### src/rtl/alu_op_pkg.sv
// ALU operation encoding shared by the
// datapath and the multicycle controller.
package alu_op_pkg;

  typedef enum logic [3:0] {
    ALU_ADD,
    ALU_SUB,
    ALU_SLL,
    ALU_SLT,
    ALU_SLTU,
    ALU_XOR,
    ALU_SRL,
    ALU_SRA,
    ALU_OR,
    ALU_AND
  } alu_op_t;

endpackage

### src/rtl/ctrl_pkg.sv
// Controller states, instruction classes
// and opcode constants.
package ctrl_pkg;

  import alu_op_pkg::*;

  typedef enum logic [2:0] {
    FETCH,
    DECODE,
    EXEC,
    MEM,
    WB,
    ERR
  } ctrl_state_t;

  typedef enum logic [2:0] {
    CL_NONE,
    CL_LOAD,
    CL_STORE,
    CL_BRANCH,
    CL_RTYPE,
    CL_ITYPE
  } instr_class_t;

  localparam logic [6:0] OP_LOAD   = 7'b0000011;
  localparam logic [6:0] OP_STORE  = 7'b0100011;
  localparam logic [6:0] OP_BRANCH = 7'b1100011;
  localparam logic [6:0] OP_RTYPE  = 7'b0110011;
  localparam logic [6:0] OP_ITYPE  = 7'b0010011;

  localparam logic [6:0] F7_ZERO = 7'h00;
  localparam logic [6:0] F7_ALT  = 7'h20;

  function automatic alu_op_t f3_op(
    input logic [2:0] f3,
    input logic       alt
  );
    alu_op_t op;
    op = ALU_ADD;
    unique case (f3)
      3'b000: op = alt ? ALU_SUB : ALU_ADD;
      3'b001: op = ALU_SLL;
      3'b010: op = ALU_SLT;
      3'b011: op = ALU_SLTU;
      3'b100: op = ALU_XOR;
      3'b101: op = alt ? ALU_SRA : ALU_SRL;
      3'b110: op = ALU_OR;
      3'b111: op = ALU_AND;
      default: op = ALU_ADD;
    endcase
    return op;
  endfunction

endpackage

### src/rtl/instr_decoder.sv
// Combinational opcode/funct decoder:
// instruction class, ALU op, legality.
module instr_decoder
  import ctrl_pkg::*;
  import alu_op_pkg::*;
(
  input  logic [6:0]   opcode,
  input  logic [2:0]   funct3,
  input  logic [6:0]   funct7,
  output instr_class_t cls,
  output alu_op_t      aluop,
  output logic         legal
);

  logic is_ld;
  logic is_st;
  logic is_br;
  logic is_r;
  logic is_i;
  logic alt;
  logic f7z;
  logic sh;

  assign is_ld = opcode == OP_LOAD;
  assign is_st = opcode == OP_STORE;
  assign is_br = opcode == OP_BRANCH;
  assign is_r  = opcode == OP_RTYPE;
  assign is_i  = opcode == OP_ITYPE;
  assign alt   = funct7 == F7_ALT;
  assign f7z   = funct7 == F7_ZERO;
  assign sh    = funct3 == 3'b001
              || funct3 == 3'b101;

  always_comb begin
    cls   = CL_NONE;
    aluop = ALU_ADD;
    legal = 1'b0;
    unique case (1'b1)
      is_ld: begin
        cls   = CL_LOAD;
        legal = 1'b1;
      end
      is_st: begin
        cls   = CL_STORE;
        legal = 1'b1;
      end
      is_br: begin
        cls   = CL_BRANCH;
        aluop = ALU_SUB;
        legal = 1'b1;
      end
      is_r: begin
        cls   = CL_RTYPE;
        aluop = f3_op(funct3, alt);
        legal = f7z
             || (alt && (funct3 == 3'b000
                      || funct3 == 3'b101));
      end
      is_i: begin
        // funct7 only means something for shifts
        cls   = CL_ITYPE;
        aluop = f3_op(funct3,
                      alt && funct3 == 3'b101);
        legal = !sh || f7z
             || (alt && funct3 == 3'b101);
      end
      default: ;
    endcase
  end

endmodule

### src/rtl/multicycle_controller.sv
// Multicycle RISC-V control FSM with
// bounded memory wait and sticky error.
module multicycle_controller
  import ctrl_pkg::*;
  import alu_op_pkg::*;
#(
  parameter int WAIT_MAX = 15
) (
  input  logic        clk,
  input  logic        rst_n,
  input  logic [6:0]  opcode,
  input  logic [2:0]  funct3,
  input  logic [6:0]  funct7,
  input  logic        zero,
  input  logic        mem_ready,
  output logic        mem_req,
  output logic        mem_we,
  output logic        iord,
  output logic        ir_we,
  output logic        pc_we,
  output logic        pc_src,
  output logic        ALUSrc,
  output alu_op_t     ALUOp,
  output logic        MemtoReg,
  output logic        RegWrite,
  output logic        illegal,
  output ctrl_state_t state_o
);

  localparam int CW = $clog2(WAIT_MAX + 1);

  ctrl_state_t  state_q;
  ctrl_state_t  state_d;
  instr_class_t cls_q;
  alu_op_t      op_q;
  logic [2:0]   f3_q;
  logic [CW-1:0] cnt_q;

  instr_class_t dec_cls;
  alu_op_t      dec_op;
  logic         dec_legal;
  logic         timeout;

  instr_decoder u_dec (
    .opcode (opcode),
    .funct3 (funct3),
    .funct7 (funct7),
    .cls    (dec_cls),
    .aluop  (dec_op),
    .legal  (dec_legal)
  );

  assign timeout = cnt_q == CW'(WAIT_MAX)
                && !mem_ready;
  assign state_o = state_q;

  always_ff @(posedge clk or negedge rst_n) begin
    if (!rst_n) begin
      state_q <= FETCH;
      cls_q   <= CL_NONE;
      op_q    <= ALU_ADD;
      f3_q    <= 3'b000;
      cnt_q   <= '0;
    end else begin
      state_q <= state_d;
      if (state_q == DECODE) begin
        cls_q <= dec_cls;
        op_q  <= dec_op;
        f3_q  <= funct3;
      end
      if (state_d != state_q)
        cnt_q <= '0;
      else if (mem_req && !mem_ready)
        cnt_q <= cnt_q + 1'b1;
    end
  end

  always_comb begin
    state_d  = state_q;
    mem_req  = 1'b0;
    mem_we   = 1'b0;
    iord     = 1'b0;
    ir_we    = 1'b0;
    pc_we    = 1'b0;
    pc_src   = 1'b0;
    ALUSrc   = 1'b0;
    ALUOp    = ALU_ADD;
    MemtoReg = 1'b0;
    RegWrite = 1'b0;
    illegal  = 1'b0;
    // outputs are forced quiet while reset is held
    if (rst_n) begin
      unique case (state_q)
        FETCH: begin
          mem_req = 1'b1;
          if (mem_ready) begin
            ir_we   = 1'b1;
            pc_we   = 1'b1;
            state_d = DECODE;
          end else if (timeout) begin
            state_d = ERR;
          end
        end
        DECODE: begin
          state_d = dec_legal ? EXEC : ERR;
        end
        EXEC: begin
          ALUOp  = op_q;
          ALUSrc = cls_q inside
                   {CL_LOAD, CL_STORE, CL_ITYPE};
          unique case (cls_q)
            CL_BRANCH: begin
              state_d = FETCH;
              if (f3_q == 3'b000) begin
                pc_src = 1'b1;
                pc_we  = zero;
              end else if (f3_q == 3'b001) begin
                pc_src = 1'b1;
                pc_we  = !zero;
              end else begin
                state_d = ERR;
              end
            end
            CL_LOAD, CL_STORE: state_d = MEM;
            CL_RTYPE, CL_ITYPE: state_d = WB;
            default: state_d = ERR;
          endcase
        end
        MEM: begin
          mem_req = 1'b1;
          iord    = 1'b1;
          mem_we  = cls_q == CL_STORE;
          if (mem_ready)
            state_d = (cls_q == CL_STORE)
                    ? FETCH : WB;
          else if (timeout)
            state_d = ERR;
        end
        WB: begin
          RegWrite = 1'b1;
          MemtoReg = cls_q == CL_LOAD;
          state_d  = FETCH;
        end
        ERR: begin
          illegal = 1'b1;
        end
        default: state_d = ERR;
      endcase
    end
  end

endmodule
### config.mk
export PLATFORM = sky130hd
export DESIGN_NAME = multicycle_controller
export DESIGN_NICKNAME = d
export VERILOG_FILES = /design/src/rtl/alu_op_pkg.sv /design/src/rtl/ctrl_pkg.sv /design/src/rtl/instr_decoder.sv /design/src/rtl/multicycle_controller.sv
export SDC_FILE = /design/constraint.sdc
export NUM_CORES = 1
export LEC_CHECK = 0
export CORE_MARGIN = 2
export CORE_UTILIZATION = 48
export DETAILED_ROUTE_END_ITERATION = 6
export GPL_ROUTABILITY_DRIVEN = 0
export PLACE_DENSITY = 0.79
export SYNTH_ARGS = -nofsm -noshare
export SYNTH_HDL_FRONTEND = slang
export SYNTH_SLANG_ARGS = --single-unit
### constraint.sdc
create_clock -name clk -period 2.05 [get_ports clk]
set_input_delay 0.41 -clock clk [delete_from_list [all_inputs] [get_ports clk]]
set_output_delay 0.41 -clock clk [all_outputs]
set_load 0.1 [all_outputs]
# [After elaboration in Yosys (flattened, before gate mapping)]
# Cells that the tools add are included.
[op_classes] addsub=1 mul=0 div_mod_pow=0 magnitude_cmp=0 eq_ne=26 shift=0 n_mux=50 bitwise=0 n_reduce_logical=22
[ops] op="case mux 4 bit (8 select lines)" count=2
[ops] op="two-way mux 1 bit" count=30
[ops] op="equality test 3 bit (second input constant)" count=8
[ops] op="two-way mux 3 bit" count=8
[ops] op="equality test 7 x 6 -> 1 bit (second input constant)" count=3
[ops] op="equality test 3 x 2 -> 1 bit (second input constant)" count=6
[ops] op="case mux 3 bit (6 select lines)" count=1
[ops] op="two-way mux 4 bit" count=4
[ops] op="case mux 3 bit (5 select lines)" count=1
[ops] op="equality test 3 x 1 -> 1 bit (second input constant)" count=4
[ops] op="case mux 4 bit (3 select lines)" count=1
[ops] op="logical NOT 3 bit" count=3
[ops] op="case mux 3 bit (3 select lines)" count=1
[ops] op="equality test 7 x 2 -> 1 bit (second input constant)" count=1
[ops] op="equality test 7 x 5 -> 1 bit (second input constant)" count=1
[ops] op="equality test 7 bit (second input constant)" count=1
[ops] op="logical NOT 7 bit" count=1
[ops] op="OR reduction 2 bit" count=3
[ops] op="logical OR 1 bit" count=5
[ops] op="adder 4 x 1 -> 4 bit (second input constant)" count=1
[ops] op="equality test 4 bit (second input constant)" count=1
[ops] op="logical AND 1 bit" count=4
[ops] op="logical NOT 1 bit" count=3
[ops] op="inequality test 3 bit" count=1
[ops] op="5 further kinds" count=5
[word_totals] regBits=17 latchBits=0 ramBits=0 romBits=0 inputBits=21 elab_cells=104 n_memories=0

# [Longest topological paths before layout]
[depth] word_depth=11 mapped_depth=7

# [Modules after synthesis]
# A second synthesis with hierarchy kept.
[unflattened] cells_unflattened=161 area_unflattened_um2=1391.3
[modules_own_cells] mod="multicycle_controller" instances=1 cells_per_inst=126 area_per_inst_um2=1141.1
[modules_own_cells] mod="instr_decoder" instances=1 cells_per_inst=35 area_per_inst_um2=250.2

# [Least setup slack after synthesis]
# No wires, ideal clock.
[synth_timing] kind="reg2out" from="reg state_q[1] (netlist: state_o[1])" to="out MemtoReg" t_arrival_ps=4310 t_required_ps=1640 setup_slack_ps=-2670 path_stages_with_launch=5 path_buffers=2 path_cell_list="dfrtp_1 > buf_6 > or2_1 > buf_4 > nor4_1"
[synth_via] elab_chain_cells=3
[synth_rtl] item="start: declaration" line_no="multicycle_controller.sv:32" rtl="ctrl_state_t state_q;"
[synth_rtl] item="start signal: assignment" line_no="multicycle_controller.sv:65" rtl="state_q <= state_d;"
[synth_rtl] item="equality test 3 bit" line_no="multicycle_controller.sv:93" rtl="unique case (state_q)"
[synth_rtl] item="two-way mux 1 bit" line_no="multicycle_controller.sv:93"
[synth_rtl] item="two-way mux 1 bit" line_no="multicycle_controller.sv:92" rtl="if (rst_n) begin"
[synth_rtl] item="end: declaration" line_no="multicycle_controller.sv:24" rtl="output logic MemtoReg,"
# Every way passes these cells.

# [Final worst setup path]
[layout_timing] from="in opcode[3]" to="reg cnt_q[1]"
[layout_via] elab_chain_cells=8 word_cells_on_any_way=13 classes_between="eq/ne: 6; mux: 5; reduce/logical: 2"
[layout_rtl] item="start: declaration" line_no="multicycle_controller.sv:11" rtl="input logic [6:0] opcode,"
[layout_rtl] item="equality test 7 bit (tied with other cells)" line_no="instr_decoder.sv:26" rtl="assign is_br = opcode == OP_BRANCH;"
[layout_rtl] item="OR reduction 3 bit (no source line)"
[layout_rtl] item="case mux 1 bit (3 select lines) (*)" line_no="instr_decoder.sv:38" rtl="unique case (1'b1)"
[layout_rtl] item="two-way mux 3 bit (*)" line_no="multicycle_controller.sv:105" rtl="state_d = dec_legal ? EXEC : ERR;"
[layout_rtl] item="case mux 3 bit (6 select lines) (*)" line_no="multicycle_controller.sv:93"
[layout_rtl] item="two-way mux 3 bit (*)" line_no="multicycle_controller.sv:92"
[layout_rtl] item="inequality test 3 bit (*)" line_no="multicycle_controller.sv:71" rtl="if (state_d != state_q)"
[layout_rtl] item="two-way mux 4 bit / nonzero test 2 bit (equally long branches)"
[layout_rtl] item="end signal: assignment" line_no="multicycle_controller.sv:74" rtl="cnt_q <= cnt_q + 1'b1;"
[layout_rtl] item="end: declaration" line_no="multicycle_controller.sv:37" rtl="logic [CW-1:0] cnt_q;"
# Mark *: on every way between the ends. The rest lies on a longest branch, timed or not.
# A chain may end at the register's enable or synchronous reset.

==> metrics.md <==
| Metric | Value |
|---|---|
| Die Ht | `57.0 µm` |
| Critical Path AT | `2.45 ns` |
| Status | `finished with violations` |
| Final period utilization | `109%` |
| Routed Antenna Nets | `0` |
| Dominant cell type by area after synthesis | `dfrtp_1` |
| Worst EP required | `about 2.3 ns` |
| Slowest CP cell | `clkdlybuf4s50_1` |
| Inserted Diodes | `0` |
| Initial Util | `49.8%` |
| 1st-iter DRT viols | `145` |
| Hold slack | `around 0.34 ns` |
| Vias in the first global route | `1660` |
| Ranking of synthesized cells by area | `dfrtp_1 (32%), nand2_1 (4.4%), nor2_1 (3.9%)` |
| Drt pass-1 iters | `7` |
| Register area share after synthesis | `31.5%` |
| Via-per-instance ratio | `a little under 7` |
| First-pass GRT wire length | `7620 µm` |
| Clock slew at reported path FFs | `between 0.1 and 0.15 ns` |
| RR Endpoint | `cnt_q[1]$_DFFE_PN0P_` |
| Hold Fails Final Rpt | `0` |
| Slew margin rel. | `between 60 and 70%` |
| Crit path launch | `opcode[3]` |
| Clock sinks | `17` |
| Post-synth ARST share | `100%` |
| Pwr Density | `between 800 and 900 mW/mm²` |
| Post-Route WL | `about 6400 µm` |
| Max Cap Viol | `0` |
| Fmax | `roughly 0.45 GHz` |
| GRT Total Usage | `30.7%` |
| Die extent in x | `~57 µm` |
| Top_reg_cell synth | `dfrtp_1` |
| Cts bufs inserted | `3` |
| Fin util | `slightly above 90%` |
| CTS max path bufs | `2` |
| Io pins | `38` |
| CP startpoint kind | `input pin` |
| Mean Syn Cell Area | `between 8 and 9 µm²` |
| Initial antenna violation count | `0` |
| IO Port Bufs | `37` |
| Clk root buf | `clkbuf_4` |
| Commonest cells post-synth | `dfrtp_1 (17), nand2_1 (16), nor2_1 (14)` |
| Area growth syn-to-layout | `85.6%` |
| Grt ovf | `0` |
| FF+latch count, synth | `17` |
| Mapped Cells | `approximately 150` |
| # nets final | `approximately 250` |
| Full die area | `about 0.0033 mm²` |
| Critical path capture point type | `flip-flop` |
| Critical path class | `input pin to flip-flop` |
| Via count | `1783` |
| Hold crit path type | `input pin to async pin` |
| Distinct cells, synth | `58` |
| CTS tree | `done` |
| Worst vdd ir | `around 1.7 mV` |
| Post-Syn Nets | `around 180` |
| HPWL after DPL | `3330 µm` |
| Core Box Area | `~0.0027 mm²` |
| CP peak stage delay | `~0.50 ns` |
| Final setup vio count | `9` |
| Critical-path maximum fanout | `5` |
| Kind of cell adding the most delay to the critical path | `compound AO/OA/AOI/OAI gates` |
| Row count | `19` |
| Pin count of the biggest net entering global routing | `21` |
| CTS Hold Buffers Added | `0` |
| Synthesized area | `0.00135 mm²` |
| Crit path cell chain | `clkdlybuf4s50_1, nand4bb_1, nor3_1, a221o_1, o211ai_4, a2111oi_4` |
| Slew Viols, Final | `0` |
| Bufs and invs on worst path | `1` |
| Post-synth EDFFs | `0` |
| Post-Place Cells | `~240` |
| Worst slew pin tran | `around 0.49 ns` |
| Worst R2R Setup Slack | `-0.05 ns` |
| Clock latency on the worst-skew pair | `roughly 0.31 ns` |
| Failing checks | `setup timing` |
| RSZ-0062 raised after global routing | `true` |
| Max H-tree Level | `1` |
| Share of layout cells above drive strength 1 | `48.2%` |
| LEAKAGE | `approximately 1.1 nW` |
| Fin cells | `roughly 260` |
| Min cycle time layout | `2.24 ns` |
| Worst setup margin | `-0.194 ns` |
| Syn. warnings | `0` |
| Detailed-route DRC error count | `0` |
| FF-to-FF Start | `cnt_q[0]$_DFFE_PN0P_` |
| Clk_skew | `between 0.004 and 0.005 ns` |
| Routed length per instance | `about 25 µm` |
| Count leader, synth | `dfrtp_1` |
| Synth top area share | `around a third` |
| Worst r2r path cells | `6` |
## power breakdown
part / total (W) / internal [W] / switching, W
Clock: 0.000203 / 0.0000747 / 0.000128
Sequential: 0.000534 / 0.000416 / 0.000118
Combinational: 0.00142 / 0.000562 / 0.000862
## placed cells by master, fill, tap and decap left out, drive strengths merged, types with 3 or more instances in the layout
master	count
dlymetal6s2s	9
nand3	3
dfrtp	17
nor2	15
o31ai	3
a211oi	3
clkdlybuf4s50	9
o21ai	8
nor3	3
nand4	3
or2	3
nor4	3
inv	6
and2	4
nand2b	6
a21oi	4
nand2	16
buf	58
nor2b	4
mux2	3
xor2	3
clkbuf	3
a2111oi	4
a31oi	3
## how the worst max path moves through the flow
stage                           endpoint  cells after the start
detailed placement  cnt_q[2]$_DFFE_PN0P_                      6
global route        cnt_q[2]$_DFFE_PN0P_                      6
CTS                                pc_we                      4
finish              cnt_q[1]$_DFFE_PN0P_                      6
global placement    cnt_q[3]$_DFFE_PN0P_                      6
floorplan                       MemtoReg                      4
## kinds of logic (layout without fill, tap and decap cells)
kind of cell             count (synthesis)  after routing  synth area share [%]
AND/OR/NAND/NOR                         66             66                  27.0
XOR/XNOR                                 5              5                  3.24
multiplexers                             5              5                  3.99
AO/OA/AOI/OAI                           46             46                  27.3
buffers and inverters                   14             88                  6.02
flip-flops                              17             17                  31.5
adder cells (fa/ha/maj)                  1              1                 0.927
## worst min-delay path, stage by stage
cell and delay (ns):
dlygate4sd2_1 0.24, buf_4 0.14, buf_4 0.26
## metrics by stage
stage | power [W] | worst slack [ns] | TNS (ns) | area (µm²)
6_report | 0.00216 | -0.194 | -0.723 | 2510
5_1_grt | 0.00221 | -0.196 | -1.19 | 2510
4_1_cts | 0.00195 | -0.0615 | -0.252 | 2330
3_5_place_dp | 0.00161 | -0.449 | -3.31 | 2170
3_3_place_gp | 0.00157 | -0.260 | -2.32 | 2170
2_1_floorplan | 0.00123 | -0.482 | -2.47 | 1460
## state kept, by name, indices dropped and copies added (netlist names)
| signal | flops |
|---|---|
| state_o | 3 |
| f3_q | 3 |
| cnt_q | 4 |
| op_q | 4 |
| cls_q | 3 |
## layer usage
| metal | track usage (%) | share of wire, % |
|---|---|---|
| met5 | 0 | 0 |
| met2 | 56.5 | 49 |
| met4 | 15.9 | 7.5 |
| met3 | 6.12 | 9.0 |
| met1 | 32.8 | 34 |
## timing repair
action / CTS / global route
gates cloned: 0 / 0
pin swaps: 8 / 9
resized for setup: 18 / 27
buffers inserted: 8 / 6
setup endpoints to repair: 15 / 15
## final cells by class
class | count | area, µm²
Multi-Input combinational cell | 123 | 1110
Timing Repair Buffer | 78 | 872
Sequential cell | 17 | 437
Fill cell | 99 | 204
Tap cell | 31 | 38.8
Clock buffer | 3 | 22.5
Inverter | 6 | 22.5
Clock inverter | 1 | 7.51
Note: power is estimated with default switching activity, not from simulation.
